$ cat config.mk
export PLATFORM = sky130hd
export DESIGN_NAME = otter_mem_arbiter
export DESIGN_NICKNAME = d
export VERILOG_FILES = /design/src/rtl/otter_mem_arbiter.sv
export SDC_FILE = /design/constraint.sdc
export NUM_CORES = 1
export LEC_CHECK = 0
export ABC_CLOCK_PERIOD_IN_PS = 2300
export BUFFER_PORTS_ARGS = -buffer_cell sky130_fd_sc_hd__buf_4
export CORE_MARGIN = 5
export CORE_UTILIZATION = 45
export DETAILED_ROUTE_END_ITERATION = 8
export PLACE_DENSITY_LB_ADDON = 0.08
export SYNTH_ARGS = -nofsm -noshare
export SYNTH_HDL_FRONTEND = slang
export SYNTH_SLANG_ARGS = --single-unit
$ cat constraint.sdc
create_clock -name clk -period 2.3 [get_ports clk]
set_clock_uncertainty 0.15 [all_clocks]
set_input_delay 0.115 -clock clk [delete_from_list [all_inputs] [get_ports clk]]
set_output_delay 0.115 -clock clk [all_outputs]
set_load 0.01 [all_outputs]
$ cat src/rtl/otter_mem_arbiter.sv
// otter_mem_arbiter: sequences one single-ported unified memory between the
// OTTER instruction-fetch (IF) port and data-memory (DM) port, one
// transaction at a time, and drives per-port stall signals.
//
// Ports:
//   clk, rst_n                      clock (rising edge), async active-low reset
//   if_rden, if_addr                fetch request (level) and address
//   if_dout, if_valid, if_stall     fetch data, completion pulse, stall
//   dm_rden, dm_we, dm_addr,        data request (read / write), address,
//   dm_din, dm_size                 store data, access size
//   dm_dout, dm_done, dm_stall      load data, completion pulse, stall
//   mem_req, mem_we, mem_addr,      memory transaction start pulse and
//   mem_din, mem_size               latched write qualifier / address / data / size
//   mem_rdata, mem_ack              memory read data and completion pulse
//
// Build option: define OTTER_MEM_ARB_RR_EN for round-robin arbitration on
// contention; otherwise the DM port has fixed priority.
module otter_mem_arbiter #(
  parameter int unsigned ADDR_W = 32,
  parameter int unsigned DATA_W = 32
) (
  input  logic              clk,
  input  logic              rst_n,
  input  logic              if_rden,
  input  logic [ADDR_W-1:0] if_addr,
  output logic [DATA_W-1:0] if_dout,
  output logic              if_valid,
  output logic              if_stall,
  input  logic              dm_rden,
  input  logic              dm_we,
  input  logic [ADDR_W-1:0] dm_addr,
  input  logic [DATA_W-1:0] dm_din,
  input  logic [1:0]        dm_size,
  output logic [DATA_W-1:0] dm_dout,
  output logic              dm_done,
  output logic              dm_stall,
  output logic              mem_req,
  output logic              mem_we,
  output logic [ADDR_W-1:0] mem_addr,
  output logic [DATA_W-1:0] mem_din,
  output logic [1:0]        mem_size,
  input  logic [DATA_W-1:0] mem_rdata,
  input  logic              mem_ack
);

  localparam logic [1:0] SIZE_WORD = 2'b10;

  typedef enum logic [1:0] {IDLE, BUSY_IF, BUSY_DM} state_t;

  state_t            state_q, state_d;
  logic              mem_req_d, mem_we_d, if_valid_d, dm_done_d;
  logic [ADDR_W-1:0] mem_addr_d;
  logic [DATA_W-1:0] mem_din_d, if_dout_d, dm_dout_d;
  logic [1:0]        mem_size_d;
  logic              if_elig, dm_elig, grant_dm;

  // A port is not eligible in its own completion cycle (forces one bubble).
  assign if_elig = if_rden & ~if_valid;
  assign dm_elig = (dm_rden | dm_we) & ~dm_done;

  assign if_stall = if_rden & ~if_valid;
  assign dm_stall = (dm_rden | dm_we) & ~dm_done;

`ifdef OTTER_MEM_ARB_RR_EN
  // last_grant: 0 = IF won most recently, 1 = DM won most recently.
  logic last_grant_q, last_grant_d;

  assign grant_dm = dm_elig & (~if_elig | ~last_grant_q);

  always_ff @(posedge clk or negedge rst_n) begin
    if (!rst_n) last_grant_q <= 1'b0;
    else        last_grant_q <= last_grant_d;
  end
`else
  // DM request belongs to the older instruction, so it wins contention.
  assign grant_dm = dm_elig;
`endif

  // Next-state and next-output logic.
  always_comb begin
    state_d    = state_q;
    mem_req_d  = 1'b0;
    mem_we_d   = mem_we;
    mem_addr_d = mem_addr;
    mem_din_d  = mem_din;
    mem_size_d = mem_size;
    if_dout_d  = if_dout;
    dm_dout_d  = dm_dout;
    if_valid_d = 1'b0;
    dm_done_d  = 1'b0;
`ifdef OTTER_MEM_ARB_RR_EN
    last_grant_d = last_grant_q;
`endif
    case (state_q)
      IDLE: begin
        if (grant_dm) begin
          state_d    = BUSY_DM;
          mem_req_d  = 1'b1;
          mem_we_d   = dm_we;
          mem_addr_d = dm_addr;
          mem_din_d  = dm_din;
          mem_size_d = dm_size;
`ifdef OTTER_MEM_ARB_RR_EN
          last_grant_d = 1'b1;
`endif
        end else if (if_elig) begin
          state_d    = BUSY_IF;
          mem_req_d  = 1'b1;
          mem_we_d   = 1'b0;
          mem_addr_d = if_addr;
          mem_din_d  = '0;
          mem_size_d = SIZE_WORD;
`ifdef OTTER_MEM_ARB_RR_EN
          last_grant_d = 1'b0;
`endif
        end
      end
      BUSY_IF: begin
        if (mem_ack) begin
          state_d    = IDLE;
          if_dout_d  = mem_rdata;
          if_valid_d = 1'b1;
        end
      end
      BUSY_DM: begin
        if (mem_ack) begin
          state_d   = IDLE;
          dm_done_d = 1'b1;
          if (!mem_we) dm_dout_d = mem_rdata;
        end
      end
      default: state_d = IDLE;
    endcase
  end

  // State and registered outputs.
  always_ff @(posedge clk or negedge rst_n) begin
    if (!rst_n) begin
      state_q  <= IDLE;
      mem_req  <= 1'b0;
      mem_we   <= 1'b0;
      mem_addr <= '0;
      mem_din  <= '0;
      mem_size <= '0;
      if_dout  <= '0;
      dm_dout  <= '0;
      if_valid <= 1'b0;
      dm_done  <= 1'b0;
    end else begin
      state_q  <= state_d;
      mem_req  <= mem_req_d;
      mem_we   <= mem_we_d;
      mem_addr <= mem_addr_d;
      mem_din  <= mem_din_d;
      mem_size <= mem_size_d;
      if_dout  <= if_dout_d;
      dm_dout  <= dm_dout_d;
      if_valid <= if_valid_d;
      dm_done  <= dm_done_d;
    end
  end

endmodule

==> results of run 1 <==
==> area by class of cell <==
type                            instances  area (um^2)
Timing Repair Buffer                  416         3500
Sequential cell                       136         3400
Clock buffer                           24          512
Multi-Input combinational cell        181         1730
Tap cell                              143          179
Inverter                                5         18.8
Fill cell                             569         2010
Antenna cell                            2         5.00
Clock inverter                          8          115
==> cells by family after synthesis <==
kind of cell,after synthesis
AND/OR/NAND/NOR,41
multiplexers,64
flip-flops,136
adder cells (fa/ha/maj),3
AO/OA/AOI/OAI,73
buffers and inverters,31
==> metrics by stage <==
step,instance area [um^2],instances,hold slack (ns)
2_1_floorplan,5290,348,-0.331
3_3_place_gp,7490,747,-0.0472
3_5_place_dp,7490,747,-0.0474
4_1_cts,9460,913,0.0468
5_1_grt,9460,915,0.0832
6_report,9460,915,0.0414
==> state kept, by name (all words and copies together) (netlist names) <==
signal / count
if_valid: 1
dm_dout: 32
mem_req: 1
if_dout: 32
mem_size: 2
mem_addr: 32
mem_din: 32
dm_done: 1
mem_we: 1
state_q: 2
==> cell usage after synthesis (3+ instances only) <==
cell	number	area, um^2
dfrtp_1	136	3400
mux2_2	63	709
a22o_1	35	307
or3_1	32	200
o221a_1	28	315
buf_2	16	80.1
clkbuf_1	7	26.3
o221a_2	4	45.0
buf_6	3	33.8
ha_1	3	37.5
inv_1	3	11.3
==> worst register-to-register path: cells and delay by family (launching register included) <==
kind | cells | cell delay, ns
AO/OA/AOI/OAI | 2 | 0.44
flip-flops | 1 | 0.40
buffers and inverters | 2 | 0.58
adder cells (fa/ha/maj) | 1 | 0.30
==> per-layer routing <==
| layer | track usage [%] | vias up |
|---|---|---|
| met2 | 45.6 | 245 |
| met3 | 9.98 | 51 |
| met4 | 12.2 | 0 |
| li1 | - | 2134 |
| met5 | 0 | - |
| met1 | 32.2 | 2407 |
==> power groups by stage <==
stage	logic, uW	registers (uW)	clock network, uW
2_1_floorplan	2120	4720	0
3_3_place_gp	5120	4200	0
3_5_place_dp	5240	4270	0
4_1_cts	5450	4250	2880
5_1_grt	5870	4430	3010
6_report	5500	4290	2840
==> what timing repair did <==
item | in CTS | in global routing
buffers inserted | 0 | 0
hold buffers | 134 | 0
hold endpoints to repair | 270 | 0
gates resized for setup | 0 | 0
==> placed cells by master, fill, tap and decap left out, drive strengths merged <==
cell type    Yosys  layout
clkbuf           7      24
buf             19     282
nand2b           2       2
bufinv           0       3
o22ai            1       1
o21ai            1       1
clkinv           0       5
or3             32      32
o21bai           1       1
dfrtp          136     136
nand3b           1       1
o22a             1       1
a21oi            2       2
mux2            64      64
a22o            35      35
nor2b            1       1
dlygate4sd3      0     134
and2             2       2
ha               3       3
inv              5       5
o221a           32      32
nand2            2       2
and2b            1       1
diode            0       2
==> worst max path at each step <==
| stage | start | to | slack [ns] |
|---|---|---|---|
| after detailed placement | state_q[1] | mem_addr[7] | 0.43 |
| after global routing | state_q[1] | mem_addr[27] | 0.27 |
| after CTS | state_q[1] | mem_addr[7] | 0.40 |
| final | state_q[1] | mem_addr[20] | 0.38 |
| after floorplan | state_q[0] | dm_dout[0] | 0.52 |
| after global placement | state_q[1] | mem_addr[1] | 0.52 |
==> metrics.cfg, run 1 <==
[critical_path]
worstRegToRegCells = 5
cp.depth = 5
path_max_fanout = 34
r2r-start = state_q[1]
r2r-end = mem_addr[20]
crit_buf_inv = 2
r2r_setup_slack_ns = 0.38
cp-end-kind = flip-flop
cpPeakStageDelay_ns = 0.46
path_cells = inv_1 > ha_1 > o21ai_4 > inv_2 > o221a_1
start_kind = flip-flop
arrival_ns = 2.11
path_class = flip-flop to flip-flop
cp.required_ns = 2.49
critPathSlowestCell = inv_2
crit_family = buffers and inverters

[route]
drt_iter0_markers = 325
met1_length_mm = 6.94
routed.top_layer = met4
dr.pass1.iters = 4
ant_nets = 0
met3_length_mm = 1.63
drc = 0
avgViaCountPerCell = 5.29
route.vias.total = 4837
routed_wl_mm = 18.9
dr_wl_met2_mm = 9.66
wl_per_cell_um = 20.6

[pwr]
p_int_uw = 8450
p_sw_uw = 4180
switching_share_pct = 33.1
pwr-share-comb_pct = 43.5
power_density_nw_per_um2 = 1340
leakagePower_uw = 0.00449
peakVddDrop_mv = 0.824
power_frac_seq_pct = 34.0
clkPwrFrac_pct = 22.5
p_total_uw = 12600

[timing]
timing.setup.tns_ns = 0
clock.fmax_ghz = 0.521
period_needed_ns = 1.92
worst_slack_ns = 0.380
hold_viol = 0
drv_slew = 0
fin_crit_sh_pct = 83.5
worst_slew_pin_slew_ns = 0.604
rsz0062_at_grt = no
finalSetupViolCount = 0
relSlewSlack_pct = 59.7

[synthesis]
yosys.area_share.simple_pct = 4.80
syn_nets = 487
muxShareOfSynthArea_pct = 13.6
synth-seq-cells = 136
syn_area_um2 = 5290
synth-compound-area-share_pct = 13.6
syn_area_per_cell_um2 = 15.2
ys.flop_type = dfrtp_1
yosysWarnings = 0
synth_xor_area_share_pct = 0
seq_area_frac_synth_pct = 64.3
synth_top_family_by_area = multiplexers
synthAdderAreaFrac_pct = 0.709
synth_edf_count = 0
synthDistinctLibCells = 24
synthCells = 348
async_flop_share_pct = 100

[global_routing]
grtUsageTotal_pct = 27.5
antenna_found_initial = 2
grt_pass1_wl_mm = 30.6
grt_max_degree = 68
overflow = 0
grt_pass1_vias = 5474

[placed_design]
io_buffers = 271
post-dp-hpwl_mm = 11.6
post-place-ws_ns = 0.431
gp_congestion = 0.800

[job]
cap_violations = 0

[floorplan]
dieWidth_um = 118
fp.dieArea_um2 = 14000
die_y_um = 118
pin_count = 272
initial_core_util_pct = 46.2
core.rowCount = 39
core_area_um2 = 11500

[cts]
cts-root-buf = clkbuf_16
clock-sinks = 136
cts_buffers = 17
htreeDepth = 4
clk_latency_ns = 0.41
cts_tree = yes
clockBufferDepth = 2
path_clk_slew_ns = 0.06

[layout]
layout-drive-gt1-share_pct = 49.9
post-route-util_pct = 82.5
final_nets = 896
syn_to_final_growth_pct = 78.7

[worst_hold_path]
hp-class = primary input to asynchronous set/reset pin

[run_status]
status = complete, no violations

Note: power is estimated with default switching activity, not from simulation.
==> inputs of run 2 (changes only) <==
--- a/config.mk
+++ b/config.mk
@@ -5,7 +5,7 @@
 export SDC_FILE = /design/constraint.sdc
 export NUM_CORES = 1
 export LEC_CHECK = 0
-export ABC_CLOCK_PERIOD_IN_PS = 2300
+export ABC_CLOCK_PERIOD_IN_PS = 1800
 export BUFFER_PORTS_ARGS = -buffer_cell sky130_fd_sc_hd__buf_4
 export CORE_MARGIN = 5
 export CORE_UTILIZATION = 45
==> constraint.sdc (replaced) <==
create_clock -name clk -period 1.8 [get_ports clk]
set_clock_uncertainty 0.15 [all_clocks]
set_input_delay 0.09 -clock clk [delete_from_list [all_inputs] [get_ports clk]]
set_output_delay 0.09 -clock clk [all_outputs]
set_load 0.01 [all_outputs]
==> run 2 against run 1 <==
The flow now finishes with violations (setup timing). Non-clock buffer count up 7. Sequential share of layout area shrank 0.99 points. First-iteration DRC count grew 18%. Maximum frequency grew 5.7%. Routed wire length is 14% higher. Critical path depth grew 2. Total power grew 34%. Worst hold slack better by 0.0078 ns. Flip-flop and latch count unchanged. Count of clock-buffer cells in the layout stayed put.
==> metrics.cfg, run 2 (synthesis results as in run 1) <==
[run_status]
status = finished, violations left
violations = setup timing

[timing]
worst_slew_pin_slew_ns = 0.507
timing.hold.ws_ns = 0.0492
drv_slew = 0
period_needed_ns = 1.82
hold_viol = 0
clock.fmax_ghz = 0.550
relSlewSlack_pct = 66.2
timing.setup.tns_ns = -0.0186
worst_slack_ns = -0.0169
finalSetupViolCount = 3
rsz0062_at_grt = yes
fin_crit_sh_pct = 101

[job]
cap_violations = 0

[critical_path]
r2r-end = mem_addr[18]
worstRegToRegCells = 7
r2r-start = state_q[1]
critPathSlowestCell = dfrtp_1
cpPeakStageDelay_ns = 0.41
start_kind = flip-flop
r2r_setup_slack_ns = -0.02
cp-end-kind = flip-flop
arrival_ns = 1.96
cp.required_ns = 1.94
startpoint = state_q[1]
path_class = flip-flop to flip-flop
path_cells = inv_2 > ha_4 > nand3b_1 > buf_6 > clkbuf_16 > or3_1 > o221a_1
cp-endpoint = mem_addr[18]
path_max_fanout = 16

[cts]
cts_tree = yes
htreeDepth = 4
cts_buffers = 17
clockBufferDepth = 2
clock-sinks = 136
cts-root-buf = clkbuf_16
clk_latency_ns = 0.42
path_clk_slew_ns = 0.06

[route]
drt_iter0_markers = 384
drc = 0
wl_per_cell_um = 23.4
dr.pass1.iters = 6
routed_wl_mm = 21.6
route.vias.total = 5068
avgViaCountPerCell = 5.49
ant_nets = 0

[floorplan]
core_area_um2 = 11500
die_y_um = 118
core.rowCount = 39
pin_count = 272
dieWidth_um = 118
fp.dieArea_um2 = 14000
initial_core_util_pct = 46.2

[global_routing]
grt_use_met1_pct = 32.2
grt_pass1_wl_mm = 31.3
met3_usage_pct = 9.79
grt_pass1_vias = 5493
antenna_found_initial = 4
top_usage_layer = met2
overflow = 0
grtUsageTotal_pct = 28.4
grt_max_degree = 47
grtUsageMet2_pct = 48.3

[layout]
most-common-layout-cells = buf_4, dfrtp_1, dlygate4sd3_1
stdcell_count = 923
fillers = 554
final_common_cell = buf_4
syn_to_final_growth_pct = 83.7
layout-drive-gt1-share_pct = 51.5
seqCellArea_um2 = 3400
final_nets = 903
multiInputGateArea_um2 = 1790
design_area_um2 = 9730

[pwr]
power_density_nw_per_um2 = 1730
leakagePower_uw = 0.00459
peakVddDrop_mv = 1.32
p_total_uw = 16900

[placed_design]
gp_congestion = 0.816
io_buffers = 271
post-dp-hpwl_mm = 11.4
dpl.cell_count = 747
place_area_um2 = 7540

[worst_hold_path]
hp-class = primary input to flip-flop

## run 2: cell count changes in the layout (fill, tap and decap cells not counted), sizes merged
cell,previous run,this run
buf,282,285
clkinvlp,0,2
bufinv,3,4
clkbuf,24,28
diode,2,4
clkinv,5,1
## run 2: repair_timing
item	4_1_cts	5_1_grt
setup endpoints to repair	34	83
endpoints found under the hold margin	271	0
hold buffers	134	0
gates resized for setup	2	18
cloned	0	5
pin swaps	0	1
buffers inserted	0	2
## run 2: worst min path at each step
stage | slack [ns] | start | to | cells after the start
2_1_floorplan | -0.36 | rst_n | dm_done | 0
3_3_place_gp | -0.07 | rst_n | mem_addr[16] | 1
3_5_place_dp | -0.07 | rst_n | mem_addr[16] | 1
4_1_cts | 0.04 | rst_n | mem_addr[16] | 2
5_1_grt | 0.08 | if_rden | state_q[0] | 4
6_report | 0.05 | if_rden | state_q[0] | 4
## run 2: area by class of cell
type | instances | area share [%]
Multi-Input combinational cell | 181 | 18.4
Sequential cell | 136 | 35.0
Clock buffer | 24 | 5.06
Inverter | 5 | 0.219
Antenna cell | 4 | 0.103
Clock inverter | 7 | 1.44
Timing Repair Buffer | 423 | 38.0
Tap cell | 143 | 1.84
## run 2: per-stage QoR
step,setup WS (ns),utilization [%]
after global routing,-0.0920,84.8
after global placement,0.0168,65.7
after floorplan,0.0233,-
after CTS,0.00492,83.0
after detailed placement,-0.0687,65.7
final,-0.0169,84.8
## run 2: power by group
part | internal (uW) | leakage [uW] | switching (uW)
Sequential | 4580 | 0.00162 | 946
Combinational | 4130 | 0.00267 | 3470
Clock | 2460 | 0.000303 | 1290
Total | 11200 | 0.00459 | 5700
## run 2: layer usage
layer  up-vias  share of wire (%)
met3        69                8.4
met5         -                  0
met1      2516                 35
met4         0                3.9
li1       2151                  -
met2       332                 52
## run 2: critical path: cells and delay by family, from the launching register on
family	cells	cell delay, ns
DFF	1	0.41
AOI/OAI and AO/OA	1	0.15
adders and majority gates	1	0.13
and+or+nand+nor	2	0.43
buffers and inverters	3	0.41
